[config.mk]
export PLATFORM = sky130hd
export DESIGN_NAME = id_issue_sched
export DESIGN_NICKNAME = d
export VERILOG_FILES = /design/src/rtl/riscv_pkg.sv /design/src/rtl/id_src_use.sv /design/src/rtl/id_issue_sched.sv
export SDC_FILE = /design/constraint.sdc
export NUM_CORES = 1
export LEC_CHECK = 0
export BUFFER_PORTS_ARGS = -buffer_cell sky130_fd_sc_hd__buf_4
export CAP_MARGIN = 20
export CELL_PAD_IN_SITES_DETAIL_PLACEMENT = 1
export CELL_PAD_IN_SITES_GLOBAL_PLACEMENT = 1
export CORE_MARGIN = 2
export CORE_UTILIZATION = 38
export DETAILED_ROUTE_END_ITERATION = 12
export PLACE_DENSITY_LB_ADDON = 0.1
export SYNTH_ARGS = -nofsm -noshare
export SYNTH_HDL_FRONTEND = slang
export SYNTH_SLANG_ARGS = --single-unit
[constraint.sdc]
create_clock -name i_clk -period 2.35 [get_ports i_clk]
set_input_delay 0.47 -clock i_clk [delete_from_list [all_inputs] [get_ports i_clk]]
set_output_delay 0.47 -clock i_clk [all_outputs]
set_load 0.05 [all_outputs]
[src/rtl/riscv_pkg.sv]
// Shared RV32I definitions: opcode field values (inst[6:2]), the canonical NOP
// and the decode scheduler state type.
package riscv_pkg;

  localparam logic [4:0] OP_LOAD   = 5'b00000;
  localparam logic [4:0] OP_STORE  = 5'b01000;
  localparam logic [4:0] OP_BRANCH = 5'b11000;
  localparam logic [4:0] OP_JALR   = 5'b11001;
  localparam logic [4:0] OP_JAL    = 5'b11011;
  localparam logic [4:0] OP_OPIMM  = 5'b00100;
  localparam logic [4:0] OP_OP     = 5'b01100;
  localparam logic [4:0] OP_LUI    = 5'b01101;
  localparam logic [4:0] OP_AUIPC  = 5'b00101;

  localparam logic [31:0] NOP_INST = 32'h0000_0013;

  typedef enum logic {
    RUN   = 1'b0,
    FLUSH = 1'b1
  } id_sched_state_e;

endpackage

[src/rtl/id_src_use.sv]
// Source/destination register decode of one instruction, shared by the
// load-use hazard check and the forwarding unit.
module id_src_use
  import riscv_pkg::*;
(
  input  logic [31:0] i_inst,
  output logic        o_uses_rs1,
  output logic        o_uses_rs2,
  output logic [4:0]  o_rs1,
  output logic [4:0]  o_rs2,
  output logic        o_is_load,
  output logic [4:0]  o_rd
);

  logic [4:0] opc;
  logic       unused_bits;

  assign opc         = i_inst[6:2];
  assign o_rs1       = i_inst[19:15];
  assign o_rs2       = i_inst[24:20];
  assign o_rd        = i_inst[11:7];
  assign unused_bits = ^{i_inst[31:25], i_inst[14:12], i_inst[1:0]};

  always_comb begin
    o_uses_rs1 = 1'b0;
    o_uses_rs2 = 1'b0;
    o_is_load  = 1'b0;
    case (opc)
      OP_OP, OP_STORE, OP_BRANCH: begin
        o_uses_rs1 = 1'b1;
        o_uses_rs2 = 1'b1;
      end
      OP_OPIMM, OP_JALR: o_uses_rs1 = 1'b1;
      OP_LOAD: begin
        o_uses_rs1 = 1'b1;
        o_is_load  = 1'b1;
      end
      default: ;
    endcase
  end

endmodule

[src/rtl/id_issue_sched.sv]
// Decode-stage scheduler: owns the IF/ID register, inserts one bubble on a
// load-use hazard and squashes wrong-path beats after an EX redirect.
//   state | meaning
//   RUN   | normal capture / issue
//   FLUSH | post-redirect window, fetch beats accepted and dropped
module id_issue_sched
  import riscv_pkg::*;
#(
  parameter int unsigned FLUSH_CYCLES = 1,
  parameter int unsigned CNT_W        = 16
) (
  input  logic             i_clk,
  input  logic             i_reset,
  input  logic             i_if_valid,
  input  logic [31:0]      i_if_inst,
  input  logic [31:0]      i_if_pc,
  output logic             o_if_ready,
  output logic             o_id_valid,
  output logic [31:0]      o_id_inst,
  output logic [31:0]      o_id_pc,
  input  logic             i_id_ready,
  input  logic             i_ex_redirect,
  output logic [CNT_W-1:0] o_stall_cnt,
  output logic [CNT_W-1:0] o_flush_cnt
);

  localparam logic [2:0] FL_LOAD = 3'(FLUSH_CYCLES - 1);

  id_sched_state_e state_q, state_d;
  logic [2:0]       fl_cnt_q, fl_cnt_d;
  logic             ir_valid_q, ir_valid_d;
  logic [31:0]      ir_inst_q, ir_inst_d;
  logic [31:0]      ir_pc_q, ir_pc_d;
  logic             ld_pend_q, ld_pend_d;
  logic [4:0]       ld_rd_q, ld_rd_d;
  logic [CNT_W-1:0] stall_cnt_q, stall_cnt_d;
  logic [CNT_W-1:0] flush_cnt_q, flush_cnt_d;

  logic       uses_rs1, uses_rs2, is_load;
  logic [4:0] rs1, rs2, rd;
  logic       hazard, id_valid, issue, if_ready, capture;

  id_src_use u_src_use (
    .i_inst     (ir_inst_q),
    .o_uses_rs1 (uses_rs1),
    .o_uses_rs2 (uses_rs2),
    .o_rs1      (rs1),
    .o_rs2      (rs2),
    .o_is_load  (is_load),
    .o_rd       (rd)
  );

  always_comb begin
    hazard   = ld_pend_q && ir_valid_q &&
               ((uses_rs1 && (rs1 == ld_rd_q)) || (uses_rs2 && (rs2 == ld_rd_q)));
    // Reset gating keeps the handshake quiet while the flops are being cleared.
    id_valid = ir_valid_q && (state_q == RUN) && !hazard && !i_ex_redirect && !i_reset;
    issue    = id_valid && i_id_ready;
    if_ready = i_reset || !ir_valid_q || issue || (state_q == FLUSH) || i_ex_redirect;
    capture  = i_if_valid && if_ready && (state_q == RUN) && !i_ex_redirect;

    state_d     = state_q;
    fl_cnt_d    = fl_cnt_q;
    ir_valid_d  = ir_valid_q;
    ir_inst_d   = ir_inst_q;
    ir_pc_d     = ir_pc_q;
    ld_pend_d   = ld_pend_q;
    ld_rd_d     = ld_rd_q;
    stall_cnt_d = stall_cnt_q;
    flush_cnt_d = flush_cnt_q;

    if (i_ex_redirect) begin
      ir_valid_d  = 1'b0;
      ld_pend_d   = 1'b0;
      flush_cnt_d = (&flush_cnt_q) ? flush_cnt_q : flush_cnt_q + CNT_W'(1);
      if (FLUSH_CYCLES > 1) begin
        state_d  = FLUSH;
        fl_cnt_d = FL_LOAD;
      end else begin
        state_d = RUN;
      end
    end else begin
      if (state_q == FLUSH) begin
        if (fl_cnt_q <= 3'd1) state_d = RUN;
        else                  fl_cnt_d = fl_cnt_q - 3'd1;
      end
      if (hazard && i_id_ready) begin
        ld_pend_d   = 1'b0;
        stall_cnt_d = (&stall_cnt_q) ? stall_cnt_q : stall_cnt_q + CNT_W'(1);
      end else begin
        if (issue && is_load && (rd != 5'd0)) begin
          ld_pend_d = 1'b1;
          ld_rd_d   = rd;
        end else if (i_id_ready) begin
          ld_pend_d = 1'b0;
        end
        if (capture) begin
          ir_valid_d = 1'b1;
          ir_inst_d  = i_if_inst;
          ir_pc_d    = i_if_pc;
        end else if (issue) begin
          ir_valid_d = 1'b0;
        end
      end
    end
  end

  always_ff @(posedge i_clk) begin
    if (i_reset) begin
      state_q     <= RUN;
      fl_cnt_q    <= 3'd0;
      ir_valid_q  <= 1'b0;
      ir_inst_q   <= NOP_INST;
      ir_pc_q     <= 32'd0;
      ld_pend_q   <= 1'b0;
      ld_rd_q     <= 5'd0;
      stall_cnt_q <= '0;
      flush_cnt_q <= '0;
    end else begin
      state_q     <= state_d;
      fl_cnt_q    <= fl_cnt_d;
      ir_valid_q  <= ir_valid_d;
      ir_inst_q   <= ir_inst_d;
      ir_pc_q     <= ir_pc_d;
      ld_pend_q   <= ld_pend_d;
      ld_rd_q     <= ld_rd_d;
      stall_cnt_q <= stall_cnt_d;
      flush_cnt_q <= flush_cnt_d;
    end
  end

  assign o_id_valid  = id_valid;
  assign o_if_ready  = if_ready;
  assign o_id_inst   = ir_inst_q;
  assign o_id_pc     = ir_pc_q;
  assign o_stall_cnt = stall_cnt_q;
  assign o_flush_cnt = flush_cnt_q;

endmodule

Word level (Yosys, flattened, before mapping)

Index checks and enable logic that the tools add are counted.

Memories kept: 0
Word-level logic and storage cells: 75
Output and inout bits: 98
Bits in registers: 107
Memory bits (writable): 0
ROM bits: 0
Latch bits: 0

Div/mod/pow operators: 0
Equality and inequality tests: 7
Magnitude comparators: 1
Multipliers: 0
Shift-type cells: 0
Mux-type cells: 8
Add/subtract/negate cells: 3
Bitwise logic cells: 6
Reduce and logical (&&, ||, !) cells: 41

Operators with widths:

| kind                                                           | count |
|---|---|
| adder 16 x 1 -> 16 bit, second input constant                  | 2 |
| AND reduction 16 bit                                           | 2 |
| logical AND 1 bit                                              | 15 |
| AND reduction 3 bit                                            | 4 |
| == test 5 x 4 -> 1 bit, second input constant                  | 2 |
| == test 5 bit                                                  | 2 |
| == test 5 bit, second input constant                           | 2 |
| OR reduction 3 bit                                             | 3 |
| 2-to-1 mux 1 bit                                               | 8 |
| NOT 1 bit                                                      | 6 |
| OR reduction 6 bit                                             | 1 |
| == test 5 x 3 -> 1 bit, second input constant                  | 1 |
| logical NOT 5 bit                                              | 1 |
| logical OR 1 bit                                               | 5 |
| nonzero test 5 bit                                             | 1 |
| logical NOT 1 bit                                              | 4 |
| AND reduction 2 bit                                            | 2 |
| nonzero test 2 bit                                             | 2 |
| less-or-equal comparator 3 x 1 -> 1 bit, second input constant | 1 |
| subtractor 3 x 1 -> 3 bit, second input constant               | 1 |
| OR reduction 2 bit                                             | 1 |

Longest topological paths before layout

Depth after elaboration: 19
Depth in mapped cells: 8
Mapped depth without buffers: 7

Modules after synthesis

A second synthesis with hierarchy kept.

Cells, all modules: 578
Area total of the unflattened synthesis: 5295.1 um^2

By module, submodules not included:

| module         | area an instance (um^2) | times used | cells an instance | sequential area each (um^2) |
|---|---|---|---|---|
| id_issue_sched | 5141.2                  | 1          | 556               | 2142.1 |
| id_src_use     | 153.9                   | 1          | 22                | 0.0 |

Least setup slack after synthesis

Ideal clock, no wire load.

Kind: flip-flop to output port
Start: register ir_inst_q[2], in the netlist o_id_inst[2]
End: output port o_if_ready
Stages on the path, launching flop included: 7
Required time: 1880 ps
Path slack: -192 ps
Data arrival time: 2072 ps
Buffers on the path: 1
Cells stage by stage: dfxtp_1 > nor2_1 > a31oi_1 > nor4_4 > o21ai_2 > clkbuf_1 > a21o_1

Word-level cells in the longest chain between the ends: 14
Elaborated cells on any way between the ends: 22

Ends and longest elaborated chain:

| what                                                                      | RTL line              | text |
|---|---|---|
| start: declaration                                                        | id_issue_sched.sv:32  | `logic [31:0] ir_inst_q, ir_inst_d;` |
| start signal: assignment                                                  | id_issue_sched.sv:123 | `ir_inst_q <= ir_inst_d;` |
| == test 5 x 3 -> 1 bit (tied with other cells)                            | id_src_use.sv:28      | `case (opc)` |
| OR reduction 6 bit (no source line) or OR reduction 3 bit (tied branches) | -                     |  |
| 2-to-1 mux 1 bit                                                          | id_src_use.sv:28      |  |
| logical AND 1 bit                                                         | id_issue_sched.sv:55  | `((uses_rs1 && (rs1 == ld_rd_q)) \|\| (uses_rs2 && (rs2 == ld_rd_q)));` |
| logical OR 1 bit *                                                        | id_issue_sched.sv:55  |  |
| logical AND 1 bit *                                                       | id_issue_sched.sv:54  | `hazard = ld_pend_q && ir_valid_q &&` |
| logical NOT 1 bit *                                                       | id_issue_sched.sv:57  | `id_valid = ir_valid_q && (state_q == RUN) && !hazard && !i_ex_redirect && !i_reset;` |
| logical AND 1 bit * (3 in a row)                                          | id_issue_sched.sv:57  |  |
| logical AND 1 bit *                                                       | id_issue_sched.sv:58  | `issue = id_valid && i_id_ready;` |
| logical OR 1 bit * (3 in a row)                                           | id_issue_sched.sv:59  | `if_ready = i_reset \|\| !ir_valid_q \|\| issue \|\| (state_q == FLUSH) \|\| i_ex_redirect;` |
| end: declaration                                                          | id_issue_sched.sv:17  | `output logic o_if_ready,` |

Mark *: on every way between the ends. The rest lies on a longest branch, timed or not.

Worst setup path after layout

Start: register ld_rd_q[3]
End: output port o_if_ready

Word-level cells in the longest chain between the ends: 12
Elaborated cells on any way between the ends: 14

Ends and longest elaborated chain:

| what                             | RTL line              | text |
|---|---|---|
| start: declaration               | id_issue_sched.sv:35  | `logic [4:0] ld_rd_q, ld_rd_d;` |
| start signal: assignment         | id_issue_sched.sv:126 | `ld_rd_q <= ld_rd_d;` |
| == test 5 bit                    | id_issue_sched.sv:55  |  |
| logical AND 1 bit                | id_issue_sched.sv:55  |  |
| logical OR 1 bit *               | id_issue_sched.sv:55  |  |
| logical AND 1 bit *              | id_issue_sched.sv:54  |  |
| logical NOT 1 bit *              | id_issue_sched.sv:57  |  |
| logical AND 1 bit * (3 in a row) | id_issue_sched.sv:57  |  |
| logical AND 1 bit *              | id_issue_sched.sv:58  |  |
| logical OR 1 bit * (3 in a row)  | id_issue_sched.sv:59  |  |

Marks and branches as above.

==> metrics.md <==
| Metric | Value |
|---|---|
| Status | `complete, no violations` |
| Vias in the first global route | `~4,500` |
| N_diodes | `0` |
| Final worst path period need | `approximately 2.3 ns` |
| Synth cell count leaders | `nand2b_1 (129), dfxtp_1 (107), mux2i_1 (69)` |
| DRT iter0 DRCs | `212` |
| Die Y | `approximately 120 µm` |
| CTS Buffer Depth | `2` |
| Hold buffers post-CTS | `0` |
| Finish-stage setup viols | `0` |
| Post-Place Worst Slack | `0.2028 ns` |
| Buffers on Ports | `about 170` |
| YS warnings | `0` |
| Asr flop ratio synth | `0` |
| Top Ports | `167` |
| RSZ-0062 raised after global routing | `false` |
| Seq/Total Area, Yosys | `0.4202` |
| Netlist cell types | `47` |
| Avg Inst Size Synth | `9.387 µm²` |
| Tot GR Track Use | `0.1938` |
| Cell Pwr Density | `a little under 600 nW/µm²` |
| CTS buffer count | `9` |
| Yosys top cell by area | `dfxtp_1` |
| Remaining antenna violation count after routing | `0` |
| CTS tree | `built` |
| DRT Wirelength | `~14,000 µm` |
| Root buffer cell | `clkbuf_16` |
| Area growth syn-to-layout | `32.82%` |
| Lkg Pwr | `2.839 nW` |
| Setup TNS | `0 ns` |
| Worst-Skew Late Latency | `between 0.3 and 0.4 ns` |
| Largest net degree at the start of global routing | `~170` |
| Initial Util | `0.3865` |
| Worst r2r src | `ld_rd_q[3]` |
| Final Hold Slack | `between 0.3 and 0.4 ns` |
| Final net count | `772` |
| EDFF count, synth | `0` |
| Count leader, synth | `nand2b_1` |
| Share of post-route cells with drive strength above 1 | `0.2981` |
| M1 WL | `between 5000 and 6000 µm` |
| Clock sink count | `approximately 110` |
| Row count | `42` |
| Worst min-delay path category | `input pin to register` |
| Floorplan core area | `~13,000 µm²` |
| WP data required | `around 1.9 ns` |
| Peak Freq | `between 400 and 500 MHz` |
| Peak supply drop | `about 0.00033 V` |
| Syn_nets | `616` |
| Worst Setup End Kind | `primary output` |
| First-pass GRT wire length | `approximately 22,000 µm` |
| Max layer used | `met4` |
| Die ar. | `approximately 14,000 µm²` |
| DR vias | `4,335` |
| Slew @ Worst Pin | `approximately 0.56 ns` |
| Worst rel slew slack | `0.6224` |
| Slew Limit Fails | `0` |
| GRT overflow | `0` |
| Clk slew on worst S/H paths | `around 0.07 ns` |
| DRT Pass-1 Iters | `4` |
| Startpoint Class | `register` |
| Max_cap viols | `0` |
| DRC viols | `0` |
| Design Power | `between 3 and 4 mW` |
| Crit. Startpoint | `ld_rd_q[3]` |
| CTS H-tree lvls | `3` |
| Synth top area share | `0.4202` |
| Hpwl dp | `9849 µm` |
| Syn Inst Count | `543` |
| Synth Register Bits | `approximately 110` |
| CP Data Arrival Time | `between 1.5 and 2 ns` |
| Final Skew | `0.006211 ns` |
| Routed len/inst | `15.62 µm` |
| Worst Setup Slack, final | `~0.070 ns` |
| Crit Path Max Fanout | `3` |
| CP Class | `register to primary output` |
| Tcrit/Tclk final | `0.9704` |
| Cell Area, Synth | `just over 5000 µm²` |
| WL met2 | `about 6900 µm` |
| WL met3 | `764 µm` |
| Routability Congestion | `0.7916` |
| DIE WIDTH | `~120 µm` |
| Startpoint of the worst hold path | `i_if_inst[0]` |
| Main area contributors after synthesis | `dfxtp_1 (42%), nand2b_1 (16%), mux2i_1 (14%), nor2_1 (2.8%), xor2_1 (2.6%)` |
| Initial antenna violation count | `0` |
| DR vias/cell | `~5` |
| Ys flop type | `dfxtp_1` |
| Final hold vios | `0` |
==> state kept, by name, summed over array words and instances, names as in the netlist <==
name,count
o_id_pc,32
o_id_inst,32
ld_rd_q,5
ld_pend_q,1
fl_cnt_q,3
ir_valid_q,1
o_flush_cnt,16
o_stall_cnt,16
state_q,1
==> timing repair <==
| item | 4_1_cts | 5_1_grt |
|---|---|---|
| pin swaps | 6 | 2 |
| setup buffers | 3 | 1 |
| resized for setup | 11 | 4 |
| setup endpoints to repair | 2 | 8 |
==> critical path: stages, from the launching register on <==
cell,delay (ns)
dfxtp_2,0.35
xor2_1,0.18
nor3_2,0.20
and4_4,0.28
o21ai_2,0.08
a21o_2,0.23
buf_6,0.15
==> cell type report <==
class	instances	area (µm²)
flip-flops and latches	107	2158
inverters	12	45.04
well taps	176	220.2
multi-input cells	393	2743
fillers	1563	6420
repair buffers	176	1354
clock buffers	13	250.2
==> layer usage <==
metal | track usage | vias up
met2 | 0.3329 | 95
met5 | 0 | -
met4 | 0.06691 | 0
met3 | 0.04848 | 12
met1 | 0.2360 | 2078
li1 | - | 2150
==> stage by stage <==
step | cells | area, µm² | util
floorplan | 543 | 5105 | -
global placement | 860 | 6455 | 0.4894
detailed placement | 860 | 6455 | 0.4894
CTS | 876 | 6745 | 0.5114
global route | 877 | 6770 | 0.5133
finish | 877 | 6770 | 0.5133
==> path summary, 6_finish.rpt <==
kind	endpoint	slack, ns	cells after the start
worst max-delay path	o_if_ready	0.07	6
worst min-delay path	o_id_inst[0]	0.38	3
worst max register to register	o_stall_cnt[7]	0.19	8
worst min register to register	o_id_pc[16]	0.47	2
==> report_power, final <==
| part | internal, mW | switching [mW] |
|---|---|---|
| Sequential | 1.87 | 0.0477 |
| Combinational | 0.275 | 0.390 |
| Clock | 0.733 | 0.652 |
==> logic make-up after synthesis <==
logic type	share of synthesized area
AND/OR/NAND/NOR	0.2791
flip-flops	0.4202
multiplexers	0.1355
AO/OA/AOI/OAI	0.06652
buffers and inverters	0.04762
XOR/XNOR	0.04124
adder cells (fa/ha/maj)	0.009819
==> placed cells by master, fill, tap and decap left out, drive strengths merged, types with 6 or more instances in the layout <==
cell type | Yosys | final
buf | 10 | 176
nand2b | 129 | 129
dfxtp | 107 | 107
mux2i | 69 | 69
nor2 | 38 | 38
a21oi | 19 | 19
nand2 | 16 | 16
xor2 | 15 | 15
nand3 | 13 | 13
clkbuf | 21 | 13
inv | 12 | 12
nand4 | 10 | 10
xnor2 | 9 | 9
o21ai | 9 | 9
or4 | 8 | 8
o31ai | 6 | 6
No activity file was read; power rests on OpenSTA's default activity.
